$ cat config.mk
export PLATFORM = sky130hd
export DESIGN_NAME = door_ctrl_gen2_flat
export DESIGN_NICKNAME = d
export VERILOG_FILES = /design/src/rtl/door_ctrl_gen2_if.sv /design/src/rtl/door_ctrl_gen2.sv /design/src/flat_wrapper.sv
export SDC_FILE = /design/constraint.sdc
export NUM_CORES = 1
export LEC_CHECK = 0
export CORE_MARGIN = 8
export CORE_UTILIZATION = 61
export CTS_BUF_LIST = sky130_fd_sc_hd__clkbuf_16
export CTS_CLUSTER_SIZE = 12
export DETAILED_ROUTE_END_ITERATION = 7
export PLACE_DENSITY_LB_ADDON = 0.2
export SETUP_SLACK_MARGIN = 0.2
export SLEW_MARGIN = 20
export SYNTH_ARGS = -nofsm -noshare
export SYNTH_HDL_FRONTEND = slang
export SYNTH_SLANG_ARGS = --single-unit
$ cat constraint.sdc
create_clock -name Clock -period 2.9 [get_ports Clock]
set_input_delay 0.87 -clock Clock [delete_from_list [all_inputs] [get_ports Clock]]
set_output_delay 0.87 -clock Clock [all_outputs]
set_load 0.01 [all_outputs]
$ cat src/rtl/door_ctrl_gen2_if.sv
// door_ctrl_gen2_if: bundles the door-panel inputs and the motor/status
// outputs of the garage-door controller.
//   Button      raw door button (already synchronised to Clock)
//   UpperLS     upper limit switch, 1 = door fully open
//   LowerLS     lower limit switch, 1 = door fully closed
//   Obstruct    beam sensor, 1 = obstruction in doorway
//   AutoCloseEn 1 = auto-close enabled
//   M           motor command: 00 off, 01 raise, 10 lower
//   State       current state encoding (debug/status)
//   Fault       1 while in FAULT
// master: the panel / environment side. slave: the controller side.
interface door_ctrl_gen2_if;
    logic       Button;
    logic       UpperLS;
    logic       LowerLS;
    logic       Obstruct;
    logic       AutoCloseEn;
    logic [1:0] M;
    logic [2:0] State;
    logic       Fault;

    modport master (
        output Button, UpperLS, LowerLS, Obstruct, AutoCloseEn,
        input  M, State, Fault
    );

    modport slave (
        input  Button, UpperLS, LowerLS, Obstruct, AutoCloseEn,
        output M, State, Fault
    );
endinterface

$ cat src/rtl/door_ctrl_gen2.sv
// door_ctrl_gen2: second-generation garage-door motor controller.
// Debounces and edge-detects the button, auto-reverses on obstruction,
// supports mid-travel stop, auto-closes after a dwell time, and detects
// travel timeouts and limit-switch conflicts (sticky FAULT until Reset).
// After reset the door sits in STOPPED and resyncs from the limit switches.
// Ports:
//   Clock  system clock, rising edge
//   Reset  synchronous, active-high reset
//   bus    door_ctrl_gen2_if.slave (panel inputs, motor/status outputs)
module door_ctrl_gen2 #(
    parameter int DEBOUNCE_CYCLES       = 4,
    parameter int AUTO_CLOSE_CYCLES     = 200,
    parameter int TRAVEL_TIMEOUT_CYCLES = 500
) (
    input  logic             Clock,
    input  logic             Reset,
    door_ctrl_gen2_if.slave  bus
);

    typedef enum logic [2:0] {
        ST_CLOSED   = 3'd0,
        ST_RAISING  = 3'd1,
        ST_OPEN     = 3'd2,
        ST_LOWERING = 3'd3,
        ST_STOPPED  = 3'd4,
        ST_FAULT    = 3'd5
    } state_t;

    localparam int DBW = $clog2(DEBOUNCE_CYCLES + 1);
    localparam int DWW = $clog2(AUTO_CLOSE_CYCLES + 1);
    localparam int TTW = $clog2(TRAVEL_TIMEOUT_CYCLES + 1);

    localparam logic [DBW-1:0] DB_MAX  = DBW'(DEBOUNCE_CYCLES);
    localparam logic [DBW-1:0] DB_PRE  = DBW'(DEBOUNCE_CYCLES - 1);
    localparam logic [DWW-1:0] DW_MAX  = DWW'(AUTO_CLOSE_CYCLES);
    localparam logic [TTW-1:0] TT_MAX  = TTW'(TRAVEL_TIMEOUT_CYCLES);

    state_t         state_r;
    state_t         next_state_s;
    logic [1:0]     m_r;
    logic           fault_r;
    logic [DBW-1:0] db_cnt_r;
    logic           btn_ev_r;
    logic [DWW-1:0] dwell_r;
    logic [TTW-1:0] travel_r;
    logic           travel_entry_s;
    logic           open_entry_s;

    // Motor command decoded from a state value.
    function automatic logic [1:0] motor_of(input state_t s);
        case (s)
            ST_RAISING:  motor_of = 2'b01;
            ST_LOWERING: motor_of = 2'b10;
            default:     motor_of = 2'b00;
        endcase
    endfunction

    // Debounce counter and one-shot button event.
    // The event fires on the edge the counter steps into its saturation value,
    // so a held button yields exactly one pulse.
    always_ff @(posedge Clock) begin
        if (Reset) begin
            db_cnt_r <= '0;
            btn_ev_r <= 1'b0;
        end else if (bus.Button) begin
            if (db_cnt_r != DB_MAX) begin
                db_cnt_r <= db_cnt_r + 1'b1;
            end
            btn_ev_r <= (db_cnt_r == DB_PRE);
        end else begin
            db_cnt_r <= '0;
            btn_ev_r <= 1'b0;
        end
    end

    // Next-state logic, branches in priority order.
    always_comb begin
        next_state_s = state_r;
        case (state_r)
            ST_CLOSED: begin
                if (btn_ev_r) next_state_s = ST_RAISING;
                else          next_state_s = ST_CLOSED;
            end
            ST_RAISING: begin
                if (bus.UpperLS && bus.LowerLS) next_state_s = ST_FAULT;
                else if (bus.UpperLS)           next_state_s = ST_OPEN;
                else if (btn_ev_r)              next_state_s = ST_STOPPED;
                else if (travel_r == TT_MAX)    next_state_s = ST_FAULT;
                else                            next_state_s = ST_RAISING;
            end
            ST_OPEN: begin
                // A press while obstructed is ignored.
                if (btn_ev_r && !bus.Obstruct)
                    next_state_s = ST_LOWERING;
                else if (bus.AutoCloseEn && !bus.Obstruct && (dwell_r == DW_MAX))
                    next_state_s = ST_LOWERING;
                else
                    next_state_s = ST_OPEN;
            end
            ST_LOWERING: begin
                if (bus.UpperLS && bus.LowerLS) next_state_s = ST_FAULT;
                else if (bus.Obstruct)          next_state_s = ST_RAISING;
                else if (bus.LowerLS)           next_state_s = ST_CLOSED;
                else if (btn_ev_r)              next_state_s = ST_RAISING;
                else if (travel_r == TT_MAX)    next_state_s = ST_FAULT;
                else                            next_state_s = ST_LOWERING;
            end
            ST_STOPPED: begin
                if (bus.LowerLS)      next_state_s = ST_CLOSED;
                else if (bus.UpperLS) next_state_s = ST_OPEN;
                else if (btn_ev_r)    next_state_s = bus.Obstruct ? ST_RAISING : ST_LOWERING;
                else                  next_state_s = ST_STOPPED;
            end
            ST_FAULT: begin
                next_state_s = ST_FAULT;
            end
            default: begin
                // Unused codes recover to a safe, motor-off state.
                next_state_s = ST_STOPPED;
            end
        endcase
    end

    // Entry strobes for the timers; a LOWERING->RAISING reversal counts as entry.
    always_comb begin
        travel_entry_s = 1'b0;
        open_entry_s   = 1'b0;
        if (next_state_s != state_r) begin
            travel_entry_s = (next_state_s == ST_RAISING) || (next_state_s == ST_LOWERING);
            open_entry_s   = (next_state_s == ST_OPEN);
        end else begin
            travel_entry_s = 1'b0;
            open_entry_s   = 1'b0;
        end
    end

    // State register with outputs registered alongside it (Moore decode of next state).
    always_ff @(posedge Clock) begin
        if (Reset) begin
            state_r <= ST_STOPPED;
            m_r     <= 2'b00;
            fault_r <= 1'b0;
        end else begin
            state_r <= next_state_s;
            m_r     <= motor_of(next_state_s);
            fault_r <= (next_state_s == ST_FAULT);
        end
    end

    // Travel timer: restarts on entry to a travel state, saturates at the timeout.
    always_ff @(posedge Clock) begin
        if (Reset) begin
            travel_r <= '0;
        end else if (travel_entry_s) begin
            travel_r <= '0;
        end else if (((state_r == ST_RAISING) || (state_r == ST_LOWERING)) && (travel_r != TT_MAX)) begin
            travel_r <= travel_r + 1'b1;
        end else begin
            travel_r <= travel_r;
        end
    end

    // Dwell timer: held at zero while obstructed or auto-close disabled in OPEN.
    always_ff @(posedge Clock) begin
        if (Reset) begin
            dwell_r <= '0;
        end else if (open_entry_s) begin
            dwell_r <= '0;
        end else if (state_r == ST_OPEN) begin
            if (bus.Obstruct || !bus.AutoCloseEn) begin
                dwell_r <= '0;
            end else if (dwell_r != DW_MAX) begin
                dwell_r <= dwell_r + 1'b1;
            end else begin
                dwell_r <= dwell_r;
            end
        end else begin
            dwell_r <= dwell_r;
        end
    end

    assign bus.M     = m_r;
    assign bus.State = state_r;
    assign bus.Fault = fault_r;

endmodule

$ cat src/flat_wrapper.sv
// flat-port wrapper written by rule: the top's interface ports become plain ports
module door_ctrl_gen2_flat 
#(
    parameter int DEBOUNCE_CYCLES       = 4,
    parameter int AUTO_CLOSE_CYCLES     = 200,
    parameter int TRAVEL_TIMEOUT_CYCLES = 500
)
  (Clock, Reset, bus_Button, bus_UpperLS, bus_LowerLS, bus_Obstruct, bus_AutoCloseEn, bus_M, bus_State, bus_Fault);
  door_ctrl_gen2_if bus_i ();
  input  logic Clock;
  input  logic Reset;
  input wire logic [$bits(bus_i.Button)-1:0] bus_Button;
  input wire logic [$bits(bus_i.UpperLS)-1:0] bus_UpperLS;
  input wire logic [$bits(bus_i.LowerLS)-1:0] bus_LowerLS;
  input wire logic [$bits(bus_i.Obstruct)-1:0] bus_Obstruct;
  input wire logic [$bits(bus_i.AutoCloseEn)-1:0] bus_AutoCloseEn;
  output wire logic [$bits(bus_i.M)-1:0] bus_M;
  output wire logic [$bits(bus_i.State)-1:0] bus_State;
  output wire logic [$bits(bus_i.Fault)-1:0] bus_Fault;
  assign bus_i.Button = bus_Button;
  assign bus_i.UpperLS = bus_UpperLS;
  assign bus_i.LowerLS = bus_LowerLS;
  assign bus_i.Obstruct = bus_Obstruct;
  assign bus_i.AutoCloseEn = bus_AutoCloseEn;
  assign bus_M = bus_i.M;
  assign bus_State = bus_i.State;
  assign bus_Fault = bus_i.Fault;
  door_ctrl_gen2 #(.DEBOUNCE_CYCLES(DEBOUNCE_CYCLES), .AUTO_CLOSE_CYCLES(AUTO_CLOSE_CYCLES), .TRAVEL_TIMEOUT_CYCLES(TRAVEL_TIMEOUT_CYCLES)) u_core (.Clock(Clock), .Reset(Reset), .bus(bus_i));
endmodule
==> run summary, run 1 <==
STATUS
--------------------------------------------------------------------------------
Outcome ...........................................................    completed

PLACEMENT
--------------------------------------------------------------------------------
HPWL reported at the end of detailed placement ....................      2405 µm
Placer congestion estimate ........................................       0.8396
Post-Place Cells ..................................................          211
Input/output buffers ..............................................           12

SETUP PATH
--------------------------------------------------------------------------------
Biggest cell delay along the critical path ........................       550 ps
Worst Setup Start Kind ............................................ primary input
Cell-by-cell trace of the critical path ........................... clkdlybuf4s50_1 > mux2_2 > a2bb2oi_2 > o211ai_1 > o221a_2 > nor4_4
Cell with the largest stage delay on the worst path ............... sky130_fd_sc_hd__clkdlybuf4s50_1
Kind of capture point of the worst setup path .....................    flip-flop
WP buf/inv ........................................................            1
Largest fanout of any net on the critical path ....................            9
Worst EP arrival ..................................................      2710 ps
Required time at the endpoint of the critical path ................      3080 ps
Category of the critical setup timing path ........................ primary input to flip-flop
Delay-heaviest family, CP ......................................... compound AO/OA/AOI/OAI gates

SYNTH
--------------------------------------------------------------------------------
Share of the synthesized area in the top cell type ................       35.06%
Number of warnings printed during yosys synthesis .................            0
Biggest area consumer among synthesized cells ..................... sky130_fd_sc_hd__dfxtp_1
Cell with the most instances after synthesis ...................... sky130_fd_sc_hd__dfxtp_1
Syn Nets ..........................................................          189
Cell area after synthesis ......................................... 0.001541 mm²
Fraction of the yosys area taken by sequential cells ..............       35.06%
Cell count after synthesis ........................................          175
Top cells by area, synth .......................................... sky130_fd_sc_hd__dfxtp_1, sky130_fd_sc_hd__ha_1, sky130_fd_sc_hd__xor2_1
Number of flops mapped to enable cells by yosys ...................            0
Number of flip-flops and latches in the synthesized netlist .......           27
Average cell area after synthesis .................................    8.808 µm²
Leading post-synthesis cells by instance count .................... sky130_fd_sc_hd__dfxtp_1, sky130_fd_sc_hd__nor2_1, sky130_fd_sc_hd__inv_1
Cell variety after synth ..........................................           42
Async set-or-reset flop fraction in the synthesized netlist .......           0%
Most used flip-flop cell after synthesis .......................... sky130_fd_sc_hd__dfxtp_1

CLOCK NETWORK
--------------------------------------------------------------------------------
Cts-stage hold buffer count .......................................            0
H-tree Lvls .......................................................            1
Clk_lat worst skew ................................................       260 ps
CTS tree ..........................................................          yes
Worst-path clk slew ...............................................        70 ps
Clock Sinks .......................................................           27
Number of buffers created by CTS ..................................            3
Maximum buffer depth of the clock tree ............................            2
Clock root cell ................................................... sky130_fd_sc_hd__clkbuf_16

LAYOUT
--------------------------------------------------------------------------------
Number of fill cells in the layout ................................          206
Final Non-Filler Cells ............................................          215
Fraction of final layout cells with drive strength greater than 1 .       8.108%
Final nets ........................................................          200
Diode count .......................................................            0
Synthesis-to-finish area growth ...................................       12.42%

FLOORPLANNING
--------------------------------------------------------------------------------
Rows ..............................................................           18
Die Area .......................................................... 0.004392 mm²
Initial Util ......................................................       63.37%
Core ar. .......................................................... 0.002432 mm²
Vertical die dimension ............................................     66.27 µm
Die extent in x ...................................................     66.27 µm
I/O pin cnt .......................................................           13

TIMING
--------------------------------------------------------------------------------
Achievable frequency ..............................................    396.1 MHz
Tcrit/Tclk final ..................................................       87.05%
Final setup TNS ...................................................         0 ps
Relative max-transition margin ....................................       64.02%
Number of pins exceeding their max-slew limit in the final report .            0
Final worst path period need ......................................      2524 ps
Setup clock skew after layout .....................................     4.690 ps
Final-report setup violation count ................................            0
Worst-margin pin slew .............................................     532.5 ps
Unrepaired setup endpoints after global routing ...................        false
Number of hold-slack violations in the final timing report ........            0

DRT
--------------------------------------------------------------------------------
Ratio of routed vias to standard cells ............................        6.028
Post-DR wirelength/cell ...........................................     15.07 µm
Detailed-route via count ..........................................         1296
Total detailed-routing wirelength .................................      3241 µm
Detail Route Antenna Nets .........................................            0
DRC violation total after the first TritonRoute iteration .........           65
Residual DRC ......................................................            0
First-pass detailed-route iteration total .........................            4

POWER AND IR DROP
--------------------------------------------------------------------------------
Power per cell area ............................................... 436.0 mW/mm²
IR Drop Worst-Case VDD ............................................    0.3719 mV
Total leakage power ...............................................    0.6673 nW

GRT
--------------------------------------------------------------------------------
Vias in the first global route ....................................         1327
Sum of overflow across all layers after global routing ............            0
Initial antenna violation count ...................................            0
Wire length of the first global-routing pass ......................      5623 µm
Pin count of the biggest net entering global routing ..............           17
Overall global routing resource usage .............................       15.79%

RUN
--------------------------------------------------------------------------------
Max capacitance violation total ...................................            0

WORST HOLD PATH
--------------------------------------------------------------------------------
Min-delay worst type .............................................. flip-flop to flip-flop

[sequential cells by signal, summed over array words and instances, names as in the netlist]
signal,count
u_core.btn_ev_r,1
u_core.travel_r,9
u_core.bus.Fault,1
u_core.bus.M,2
u_core.bus.State,3
u_core.dwell_r,8
u_core.db_cnt_r,3
[timing repair]
| item | CTS | global route |
|---|---|---|
| setup buffers | 0 | 0 |
| hold endpoints to repair | 0 | 0 |
| resized for setup | 0 | 2 |
| setup endpoints to repair | 0 | 9 |
[power by group]
group	switching, W	internal (W)
combinational	0.0000276	0.0000268
clock	0.000131	0.000187
sequential	0.00000865	0.000374
[worst min-delay path, cell delays in order (launching register included)]
cell and delay, ps:
sky130_fd_sc_hd__dfxtp_1 320, sky130_fd_sc_hd__nand3_1 70, sky130_fd_sc_hd__a21oi_1 60
[layout by cell type, fill, tap and decap left out, types with 3 or more instances in the layout]
| cell type | netlist | final |
|---|---|---|
| sky130_fd_sc_hd__nand2b_1 | 3 | 3 |
| sky130_fd_sc_hd__xor2_1 | 9 | 9 |
| sky130_fd_sc_hd__nand3_1 | 6 | 6 |
| sky130_fd_sc_hd__dfxtp_1 | 27 | 27 |
| sky130_fd_sc_hd__nand2_1 | 8 | 8 |
| sky130_fd_sc_hd__ha_1 | 7 | 7 |
| sky130_fd_sc_hd__nor2b_1 | 5 | 5 |
| sky130_fd_sc_hd__o21ai_0 | 7 | 7 |
| sky130_fd_sc_hd__xnor2_1 | 5 | 5 |
| sky130_fd_sc_hd__clkbuf_16 | 0 | 3 |
| sky130_fd_sc_hd__nor3_1 | 10 | 10 |
| sky130_fd_sc_hd__inv_1 | 12 | 12 |
| sky130_fd_sc_hd__nor2_1 | 15 | 15 |
| sky130_fd_sc_hd__a21oi_1 | 5 | 5 |
| sky130_fd_sc_hd__clkdlybuf4s50_1 | 0 | 11 |
| sky130_fd_sc_hd__and3_1 | 7 | 7 |
| sky130_fd_sc_hd__nand4_1 | 10 | 10 |
[stage by stage]
stage	area (µm²)	total power (W)	setup WS (ps)	hold WS (ps)	util (%)
3_5_place_dp	1648	0.0004449	19.95	487.7	67.75
3_3_place_gp	1648	0.0004429	57.34	468.1	67.75
6_report	1733	0.0007555	375.7	496.3	71.24
5_1_grt	1733	0.0007779	266.2	509.1	71.24
2_1_floorplan	1541	0.0004248	693.7	456.7	-
4_1_cts	1730	0.0007594	287.9	497.5	71.14
[area by class of cell]
type	instances	area [µm²]	area share, %
clock buffer	3	75.07	4.332
inverter	12	45.04	2.599
tap	30	37.54	2.166
clock inverter	1	7.507	0.4332
multi-input combinational	128	889.6	51.34
timing repair buffer	14	137.6	7.942
sequential	27	540.5	31.19
[cells by family (layout without fill, tap and decap cells)]
family / count (synthesis) / after routing / synth area share (%)
compound gates: 25 / 25 / 11.93
xor+xnor: 14 / 14 / 7.955
fa+ha+maj: 7 / 7 / 5.682
buf+inv: 20 / 30 / 7.224
flops: 27 / 27 / 35.07
mux: 2 / 2 / 1.380
simple gates: 80 / 80 / 30.76
[layer usage]
layer  GRT usage [%]  vias to the layer above  part of all wire [%]
met5               0                        -                     0
met4           6.400                        0                  0.59
met3           4.068                        4                   4.8
met2           27.62                       36                    50
met1           17.63                      611                    45
li1                -                      645                     -
[final timing paths]
check                                       start  slack, ps                               to  cells past startpoint
hold / removal    u_core.db_cnt_r[2]$_SDFFE_PP0P_        500  u_core.db_cnt_r[1]$_SDFFE_PP0P_                      2
hold reg to reg   u_core.db_cnt_r[2]$_SDFFE_PP0P_        500  u_core.db_cnt_r[1]$_SDFFE_PP0P_                      2
setup / recovery                      bus_UpperLS        380  u_core.travel_r[4]$_SDFFE_PP0P_                      6
setup reg to reg   u_core.bus.State[1]$_SDFF_PP0_        840  u_core.travel_r[8]$_SDFFE_PP0P_                      5
Power figures use the tool's default switching activity.
==> run 2: changes to the inputs <==
- CORE_UTILIZATION: 61 -> 45
- GPL_ROUTABILITY_DRIVEN: not set -> 0
==> run 2 against run 1 <==
- routed wire length decreased by 4.2%
- total power decreased by 0.96%
- clock skew about the same
- final cell count increased by 7.9%
- first-iteration DRC count increased by 20%
==> run summary, run 2 (same netlist as run 1, synthesis figures left out) <==
STATUS
--------------------------------------------------------------------------------
Outcome ...........................................................    completed   unchanged

POWER AND IR DROP
--------------------------------------------------------------------------------
Total power consumption of the routed design ......................  0.0007483 W   was 0.0007555 W
IR Drop Worst-Case VDD ............................................    0.2242 mV   was 0.3719 mV
Total leakage power ...............................................    0.6769 nW   was 0.6673 nW
Power per cell area ............................................... 425.9 mW/mm²   was 436.0 mW/mm²

GRT
--------------------------------------------------------------------------------
Sum of overflow across all layers after global routing ............            0   unchanged
Initial antenna violation count ...................................            0   unchanged
Overall global routing resource usage .............................       12.35%   was 15.79%
Pin count of the biggest net entering global routing ..............           15   was 17
Vias in the first global route ....................................         1263   was 1327
Wire length of the first global-routing pass ......................      5423 µm   was 5623 µm

LAYOUT
--------------------------------------------------------------------------------
Footprint of the flip-flops and latches ...........................    540.5 µm²   unchanged
Largest register by flop count .................................... u_core.travel_r   unchanged
Diode count .......................................................            0   unchanged
Final nets ........................................................          201   was 200
Area used by multi-input combinational logic ......................    889.6 µm²   unchanged
Fraction of final layout cells with drive strength greater than 1 .       8.065%   was 8.108%
Synthesis-to-finish area growth ...................................       13.96%   was 12.42%
Most used cells in the layout excluding fill and tap cells ........ sky130_fd_sc_hd__dfxtp_1, sky130_fd_sc_hd__nor2_1, sky130_fd_sc_hd__inv_1, sky130_fd_sc_hd__clkdlybuf4s50_1   unchanged
Most common cell after layout, fill and taps aside ................ sky130_fd_sc_hd__dfxtp_1   unchanged
Largest register FFs ..............................................            9   unchanged
Number of fill cells in the layout ................................          317   was 206
Regs by FF count .................................................. u_core.travel_r (9), u_core.dwell_r (8)   unchanged
Fraction of the core area covered by cells at the end of the flow .       53.06%   was 71.24%

SETUP PATH
--------------------------------------------------------------------------------
Delay-heaviest family, CP ......................................... compound AO/OA/AOI/OAI gates   unchanged
WP buf/inv ........................................................            1   unchanged
Cell-by-cell trace of the critical path ........................... clkdlybuf4s50_1 > mux2_2 > a2bb2oi_2 > o211ai_1 > o221a_2 > nor4_4   unchanged
Number of cell instances on the worst register-to-register path ...            5   unchanged
Launch point of the worst reg-to-reg path ......................... u_core.bus.State[1]$_SDFF_PP0_   unchanged
FF-to-FF End ...................................................... u_core.dwell_r[2]$_SDFFE_PP0P_   was u_core.travel_r[8]$_SDFFE_PP0P_
Worst Setup Start Kind ............................................ primary input   unchanged
Reg-to-reg slack, setup ...........................................       890 ps   was 840 ps
Required time at the endpoint of the critical path ................      3080 ps   about the same
Kind of capture point of the worst setup path .....................    flip-flop   unchanged
Largest fanout of any net on the critical path ....................            9   unchanged
Worst EP arrival ..................................................      2700 ps   was 2710 ps
Cell with the largest stage delay on the worst path ............... sky130_fd_sc_hd__clkdlybuf4s50_1   unchanged
Biggest cell delay along the critical path ........................       580 ps   was 550 ps
Category of the critical setup timing path ........................ primary input to flip-flop   unchanged
Stages on worst setup path ........................................            6   unchanged

WORST HOLD PATH
--------------------------------------------------------------------------------
HP Start .......................................................... u_core.db_cnt_r[2]$_SDFFE_PP0P_   unchanged
Terminating pin of the worst hold path ............................ u_core.db_cnt_r[1]$_SDFFE_PP0P_   unchanged
Min-delay worst type .............................................. flip-flop to flip-flop   unchanged
Hold Path Stages ..................................................            2   unchanged

PLACEMENT
--------------------------------------------------------------------------------
Input/output buffers ..............................................           12   unchanged
HPWL reported at the end of detailed placement ....................      2363 µm   was 2405 µm

DRT
--------------------------------------------------------------------------------
Detail Route Antenna Nets .........................................            0   unchanged
Post-DR wirelength/cell ...........................................     13.38 µm   was 15.07 µm
Residual DRC ......................................................            0   unchanged
Ratio of routed vias to standard cells ............................        5.362   was 6.028
First-pass detailed-route iteration total .........................            4   unchanged
Total detailed-routing wirelength .................................      3105 µm   was 3241 µm
DRC violation total after the first TritonRoute iteration .........           78   was 65
Detailed-route via count ..........................................         1244   was 1296

CLOCK NETWORK
--------------------------------------------------------------------------------
Maximum buffer depth of the clock tree ............................            2   unchanged
H-tree Lvls .......................................................            1   unchanged
Clock root cell ................................................... sky130_fd_sc_hd__clkbuf_16   unchanged
Worst-path clk slew ...............................................        70 ps   about the same
Post-CTS resize count .............................................            0   unchanged
Postcts setup bufs ................................................            0   unchanged
CTS tree ..........................................................          yes   unchanged
Number of buffers created by CTS ..................................            3   unchanged
Clk_lat worst skew ................................................       260 ps   about the same
Cts-stage hold buffer count .......................................            0   unchanged
Clock Sinks .......................................................           27   unchanged

FLOORPLANNING
--------------------------------------------------------------------------------
Die Area .......................................................... 0.005554 mm²   was 0.004392 mm²
Die extent in x ...................................................     74.53 µm   was 66.27 µm
I/O pin cnt .......................................................           13   unchanged
Core ar. .......................................................... 0.003311 mm²   was 0.002432 mm²
Initial Util ......................................................       46.56%   was 63.37%
Vertical die dimension ............................................     74.53 µm   was 66.27 µm
Rows ..............................................................           21   was 18

TIMING
--------------------------------------------------------------------------------
Worst-margin pin slew .............................................     499.8 ps   was 532.5 ps
Relative max-transition margin ....................................       66.23%   was 64.02%
Final-report setup violation count ................................            0   unchanged
Unrepaired setup endpoints after global routing ...................        false   unchanged
Tcrit/Tclk final ..................................................       86.73%   was 87.05%
Number of hold-slack violations in the final timing report ........            0   unchanged
Achievable frequency ..............................................    397.6 MHz   was 396.1 MHz
Number of pins exceeding their max-slew limit in the final report .            0   unchanged
Final setup TNS ...................................................         0 ps   unchanged
Final worst path period need ......................................      2515 ps   was 2524 ps
Setup clock skew after layout .....................................     5.138 ps   was 4.690 ps

RUN
--------------------------------------------------------------------------------
Max capacitance violation total ...................................            0   unchanged

run 2: cell count changes in the layout (fill, tap and decap cells not counted):
cell / previous run / this run
sky130_fd_sc_hd__clkinvlp_4: 1 / 0
sky130_fd_sc_hd__buf_4: 2 / 3
sky130_fd_sc_hd__inv_1: 12 / 13
run 2: cell type report:
| type | instances | area share [%] |
|---|---|---|
| multi-input cells | 128 | 50.64 |
| inverters | 12 | 2.564 |
| clock buffers | 3 | 4.274 |
| clock inverters | 1 | 0.2137 |
| flip-flops and latches | 27 | 30.77 |
| well taps | 46 | 3.276 |
| repair buffers | 15 | 8.262 |
run 2: through the flow:
stage / setup WS, ps / cells / area [µm²] / hold WS (ps)
final: 384.8 / 232 / 1757 / 489.9
after global routing: 216.3 / 232 / 1757 / 526.5
after CTS: 316.6 / 232 / 1754 / 499.3
after detailed placement: 43.87 / 228 / 1675 / 492.3
after global placement: 120.1 / 228 / 1675 / 464.7
after floorplan: 693.7 / 175 / 1541 / 456.7
run 2: worst reg2reg max path, stage by stage (launching register included):
cell and delay [ps]:
sky130_fd_sc_hd__dfxtp_1 600, sky130_fd_sc_hd__nor3b_2 500, sky130_fd_sc_hd__nand4_1 190, sky130_fd_sc_hd__a31oi_1 250, sky130_fd_sc_hd__o21ai_1 230, sky130_fd_sc_hd__a21oi_1 170
run 2: power breakdown:
group	total, W	internal [W]	switching [W]
registers	0.000382	0.000374	0.00000810
logic	0.0000554	0.0000282	0.0000273
clock network	0.000310	0.000185	0.000126
total	0.000748	0.000587	0.000161
run 2: worst max path at each step:
stage                startpoint                              end  slack [ps]
floorplan           bus_LowerLS  u_core.travel_r[4]$_SDFFE_PP0P_         690
global placement    bus_LowerLS  u_core.travel_r[4]$_SDFFE_PP0P_         120
detailed placement  bus_UpperLS  u_core.travel_r[8]$_SDFFE_PP0P_          40
CTS                 bus_UpperLS  u_core.travel_r[8]$_SDFFE_PP0P_         320
global route        bus_UpperLS  u_core.travel_r[4]$_SDFFE_PP0P_         220
finish              bus_UpperLS  u_core.travel_r[4]$_SDFFE_PP0P_         380
run 2: routing by layer:
layer / up-vias / global-route usage (%) / wire length, µm
met5: - / 0 / 0
met4: 0 / 5.217 / 46
met3: 4 / 3.235 / 131
met2: 22 / 20.23 / 1445
met1: 575 / 14.81 / 1481
li1: 643 / - / -
==> RTL change 1: new RTL, config.mk and constraints of run 1 <==
`AUTO_CLOSE_CYCLES` is set to 200 in 2 places; all go to 400.
--- a/src/rtl/door_ctrl_gen2.sv
+++ b/src/rtl/door_ctrl_gen2.sv
@@ -9,7 +9,7 @@
 //   bus    door_ctrl_gen2_if.slave (panel inputs, motor/status outputs)
 module door_ctrl_gen2 #(
     parameter int DEBOUNCE_CYCLES       = 4,
-    parameter int AUTO_CLOSE_CYCLES     = 200,
+    parameter int AUTO_CLOSE_CYCLES     = 400,
     parameter int TRAVEL_TIMEOUT_CYCLES = 500
 ) (
     input  logic             Clock,
--- a/src/flat_wrapper.sv
+++ b/src/flat_wrapper.sv
@@ -2,7 +2,7 @@
 module door_ctrl_gen2_flat 
 #(
     parameter int DEBOUNCE_CYCLES       = 4,
-    parameter int AUTO_CLOSE_CYCLES     = 200,
+    parameter int AUTO_CLOSE_CYCLES     = 400,
     parameter int TRAVEL_TIMEOUT_CYCLES = 500
 )
   (Clock, Reset, bus_Button, bus_UpperLS, bus_LowerLS, bus_Obstruct, bus_AutoCloseEn, bus_M, bus_State, bus_Fault);
Formal check against the unedited RTL: same outputs for any inputs over 10 cycles, from zero or initial values and one cycle with Reset high; that may be too few to reach the edited logic, so the function may still have changed.
==> RTL change 1 against run 1 <==
- total power rose by 3.1%
- synthesized area rose by 10%
- worst setup slack got worse by 0.071 ns
- global-route usage barely moved
- critical path type unchanged
- critical path depth did not move
- final area rose by 9.7%
- count of clock-buffer cells in the layout did not move
- routed wire length rose by 7.1%
- sequential cell count rose by 1
==> RTL change 1: results (changes against run 1) <==
Run status - completed
Final #Nets - 217 (+8.5%)
FILL cells - 230 (+12%)
Post-Syn Nets - 205 (+8.5%)
Met1 GRT Util - 17.3% (-0.36 points)
Max-slew headroom - 63.1% (-0.88 points)
Worst slack, placed - -0.0401 ns (-0.0600 ns)
Grt met2 use - 30.1% (+2.5 points)
Overall Global Routing Usage - 15.8% (+0.037 points)
Via Count - 1410 (+8.8%)
Largest fanout on the critical path - 13 (+4)
Flop2flop setup slack - 0.79 ns (-0.05 ns)
Post-synthesis sequential area ratio - 33.0% (-2.1 points)
Reg2reg end - u_core.dwell_r[1]$_SDFFE_PP0P_
Synth top cells by count - 28 x dfxtp_1, 18 x nand2_1, 13 x a21oi_1
Reg2Reg Depth - 7 (+2)
Regs by FF count - u_core.dwell_r x9, u_core.travel_r x9
Layout cells sized above 1 - 11.9% (+3.8 points)
DPL Wire Length - 2.57 mm (+6.8%)
Cell variety after synth - 50 (+19%)
Leakage - 0.000674 uW (+0.98%)
Met3 Usage GRT - 2.58% (-1.5 points)
Reg2Reg Launch Point - u_core.bus.State[0]$_SDFF_PP0_
Sw frac - 22.2% (+0.15 points)
Starting DRT DRC Count - 68 (+4.6%)
Clock skew - 0.00300 ns (-0.00169 ns)
First-pass GRT wire length - 5.92 mm (+5.3%)
Largest cells by area after synthesis - dfxtp_1 33%, ha_1 5.2%, a211oi_1 4.9%
-- RTL change 1: cell families after synthesis --
logic type | Yosys count | share of synthesized area (%)
and+or+nand+nor | 79 | 28.3
AOI/OAI and AO/OA | 42 | 18.6
DFF | 28 | 33.0
buffers and inverters | 18 | 5.82
xor gates and xnor gates | 16 | 8.25
adders and majority gates | 7 | 5.15
muxes | 1 | 0.883
-- RTL change 1: critical path, cell delays in order --
cell	delay, ns
clkdlybuf4s50_1	0.63
nand2b_1	0.19
a21oi_1	0.09
nor4_2	0.39
o31a_2	0.39
and4bb_2	0.26
-- RTL change 1: worst max-delay path by stage --
stage / slack (ns) / start / endpoint / cells past startpoint
after floorplan: 0.66 / bus_UpperLS / u_core.travel_r[0]$_SDFFE_PP0P_ / 6
after global placement: 0.03 / bus_UpperLS / u_core.travel_r[7]$_SDFFE_PP0P_ / 6
after detailed placement: -0.04 / bus_UpperLS / u_core.travel_r[5]$_SDFFE_PP0P_ / 6
after CTS: 0.21 / bus_UpperLS / u_core.travel_r[5]$_SDFFE_PP0P_ / 6
after global routing: 0.20 / bus_LowerLS / u_core.dwell_r[0]$_SDFFE_PP0P_ / 6
final: 0.30 / bus_LowerLS / u_core.bus.M[0]$_SDFF_PP0_ / 6
-- RTL change 1: power groups by stage --
stage	clock network, uW	registers, uW	logic [uW]
after CTS	309	397	74.4
after detailed placement	0	405	73.7
final	304	397	77.4
after global placement	0	405	71.1
after global routing	325	397	82.9
after floorplan	0	401	53.3
-- RTL change 1: per-layer routing --
layer,wire length [um],share of wire [%],up-vias
met1,1570,45,686
met3,88,2.5,5
met2,1780,51,12
li1,-,-,707
met5,0,0,-
met4,40,1.2,0
-- RTL change 1: cell type report --
| cell class | instances | area (um^2) | share of cell area [%] |
|---|---|---|---|
| well taps | 31 | 38.8 | 2.04 |
| repair buffers | 16 | 153 | 8.03 |
| inverters | 9 | 33.8 | 1.78 |
| clock buffers | 3 | 75.1 | 3.95 |
| multi-input cells | 145 | 1040 | 54.7 |
| flip-flops and latches | 28 | 561 | 29.5 |
-- RTL change 1: what timing repair did --
item | in CTS | in global routing
endpoints found under the setup margin | 0 | 18
buffers inserted | 0 | 1
resized for setup | 0 | 1
-- RTL change 1: stage by stage --
stage | setup TNS, ns | util (%) | std cells | area [um^2]
CTS | 0 | 69.8 | 231 | 1890
floorplan | 0 | - | 191 | 1700
global placement | 0 | 67.0 | 228 | 1820
global route | 0 | 70.1 | 232 | 1900
finish | 0 | 70.1 | 232 | 1900
detailed placement | -0.291 | 67.0 | 228 | 1820
==> RTL change 2: new RTL, config.mk and constraints of run 1 <==
Without the edit above. Reset style: asynchronous (`Reset`), changed in 4 clocked blocks. Comments in the files are not updated.
--- a/src/rtl/door_ctrl_gen2.sv
+++ b/src/rtl/door_ctrl_gen2.sv
@@ -58,7 +58,7 @@
     // Debounce counter and one-shot button event.
     // The event fires on the edge the counter steps into its saturation value,
     // so a held button yields exactly one pulse.
-    always_ff @(posedge Clock) begin
+    always_ff @(posedge Clock or posedge Reset) begin
         if (Reset) begin
             db_cnt_r <= '0;
             btn_ev_r <= 1'b0;
@@ -135,7 +135,7 @@
     end
 
     // State register with outputs registered alongside it (Moore decode of next state).
-    always_ff @(posedge Clock) begin
+    always_ff @(posedge Clock or posedge Reset) begin
         if (Reset) begin
             state_r <= ST_STOPPED;
             m_r     <= 2'b00;
@@ -148,7 +148,7 @@
     end
 
     // Travel timer: restarts on entry to a travel state, saturates at the timeout.
-    always_ff @(posedge Clock) begin
+    always_ff @(posedge Clock or posedge Reset) begin
         if (Reset) begin
             travel_r <= '0;
         end else if (travel_entry_s) begin
@@ -161,7 +161,7 @@
     end
 
     // Dwell timer: held at zero while obstructed or auto-close disabled in OPEN.
-    always_ff @(posedge Clock) begin
+    always_ff @(posedge Clock or posedge Reset) begin
         if (Reset) begin
             dwell_r <= '0;
         end else if (open_entry_s) begin
Formal check against the unedited RTL: differs if Reset is asserted again (counterexample within 4 cycles, from zero or initial values and one cycle with Reset high); with Reset held inactive, the same outputs for 10 cycles.
==> RTL change 2 against run 1 <==
- first-iteration DRC count decreased by 42%
- routed wire length increased by 3.7%
- worst setup slack got worse by 0.030 ns
- sequential cell count stayed put
- synthesized area grew 2.3%
- non-clock buffer count rose by 4
- die area up 1.7%
- critical path depth unchanged
- utilization rose by 3.2 points
- final area is 5.4% higher
- worst hold slack better by 0.064 ns
- critical endpoint is now u_core.travel_r[3]$_DFFE_PP0P_
- largest cell class unchanged
- highest routed layer unchanged
Power is not compared: it rests on default switching activity, and its combinational part moved more than twofold at a synthesized area within 25%.
==> RTL change 2: results (changes against run 1) <==
Run status - completed
Worst hold margin - 0.560 ns (+0.0640 ns)
Clk tree area frac - 4.52% (-0.24 points)
Post-Syn Nets - 178 (-5.8%)
Worst path max stage delay - 0.47 ns (-0.08 ns)
Worst slack, placed - 0.0617 ns (+0.0417 ns)
Clock skew - 0.00860 ns (+0.00391 ns)
Non-clk buf share - 9.04% (+1.1 points)
YS warnings - 0 (unchanged)
Layout cells sized above 1 - 12.6% (+4.5 points)
Yosys reg bits - 27 (unchanged)
Critical path origin - bus_LowerLS
Synthesized area per cell - 9.61 um^2 (+9.1%)
Routability cong. - 0.909 (+8.3%)
Hold Startpoint - u_core.travel_r[7]$_DFFE_PP0P_
Starting DRT DRC Count - 38 (-42%)
WL/cell - 15.9 um (+5.2%)
Post-synthesis sequential area ratio - 42.9% (+7.9 points)
Inverters - 11 (-1)
Critical path arrival - 2.69 ns (-0.02 ns)
Max-slew headroom - 59.3% (-4.7 points)
Reg2Reg Depth - 7 (+2)
Primary FF master, synth - dfrtp_1
Nonclk buf count - 18 (+4)
First-pass GRT wire length - 5.74 mm (+2.1%)
Via Count - 1259 (-2.9%)
Register area - 677 um^2 (+25%)
Cell variety after synth - 47 (+12%)
DPL Wire Length - 2.52 mm (+4.7%)
FILL cells - 177 (-14%)
Synth top cells by count - 26 x dfrtp_1, 24 x nor2_1, 11 x o21ai_0
Leakage - 0.000814 uW
Flop2flop setup slack - 0.61 ns (-0.23 ns)
Worst setup path endpoint - u_core.travel_r[3]$_DFFE_PP0P_
WHS Endpoint - u_core.travel_r[7]$_DFFE_PP0P_
Reg2Reg Launch Point - u_core.dwell_r[0]$_DFFE_PP0P_
Final #Nets - 197 (-1.5%)
Overall Global Routing Usage - 16.6% (+0.84 points)
Initial antenna violation count - 0 (unchanged)
Max Root-Sink Buffers - 2 (unchanged)
Non-filler cells, final - 212 (-1.4%)
Fraction of area in multi-input gates - 45.1% (-6.3 points)
Largest net degree at the start of global routing - 18 (+1)
Post-synth ARST share - 100% (+100 points)
Final min period - 2.55 ns (+0.0299 ns)
Largest cells by area after synthesis - dfrtp_1 41%, nor2_1 5.7%, ha_1 5.6%
Hold crit path type - reg -> reg
#MultiIn Comb - 122 (-4.7%)
[RTL change 2: cell types whose count changed after synthesis, sizes merged, moves of 3 or more]
| cell | change |
|---|---|
| a21oi | +3 |
| dfxtp | -27 |
| nor2 | +9 |
| buf | -4 |
| nand3 | -3 |
| o21ai | +3 |
| xor2 | -6 |
| nand4 | -4 |
| nor2b | -5 |
| dfrtp | +26 |
| nor3 | -8 |
| and2 | +3 |
[RTL change 2: worst max-delay path: cells and delay by family]
family / cells / cell delay, ns
simple gates: 1 / 0.09
compound gates: 4 / 1.25
buf+inv: 1 / 0.47
[RTL change 2: stage by stage]
stage | power (uW) | cell area, um^2
2_1_floorplan | 877 | 1580
3_3_place_gp | 990 | 1740
3_5_place_dp | 1020 | 1740
4_1_cts | 1340 | 1830
5_1_grt | 1420 | 1830
6_report | 1340 | 1830
[RTL change 2: layer usage]
metal  part of all wire (%)  global-route usage, %  vias up
li1                       -                      -      615
met1                     42                   18.8      601
met2                     51                   27.5       33
met3                    4.0                   3.02       10
met4                    3.6                   11.7        0
met5                      0                      0        -
[RTL change 2: logic make-up (layout without fill, tap and decap cells)]
group | count (synthesis) | count (layout) | synth area share, %
flip-flops | 27 | 27 | 42.9
AND/OR/NAND/NOR | 67 | 67 | 23.2
multiplexers | 2 | 2 | 1.27
adder cells (fa/ha/maj) | 7 | 7 | 5.56
AO/OA/AOI/OAI | 37 | 37 | 17.2
buffers and inverters | 15 | 33 | 4.84
XOR/XNOR | 9 | 9 | 5.00
[RTL change 2: power by group]
| group | switching, uW | total (uW) | internal [uW] | leakage, uW |
|---|---|---|---|---|
| registers | 87.8 | 542 | 454 | 0.000365 |
| clock network | 135 | 323 | 188 | 0.0000371 |
| logic | 259 | 473 | 214 | 0.000412 |
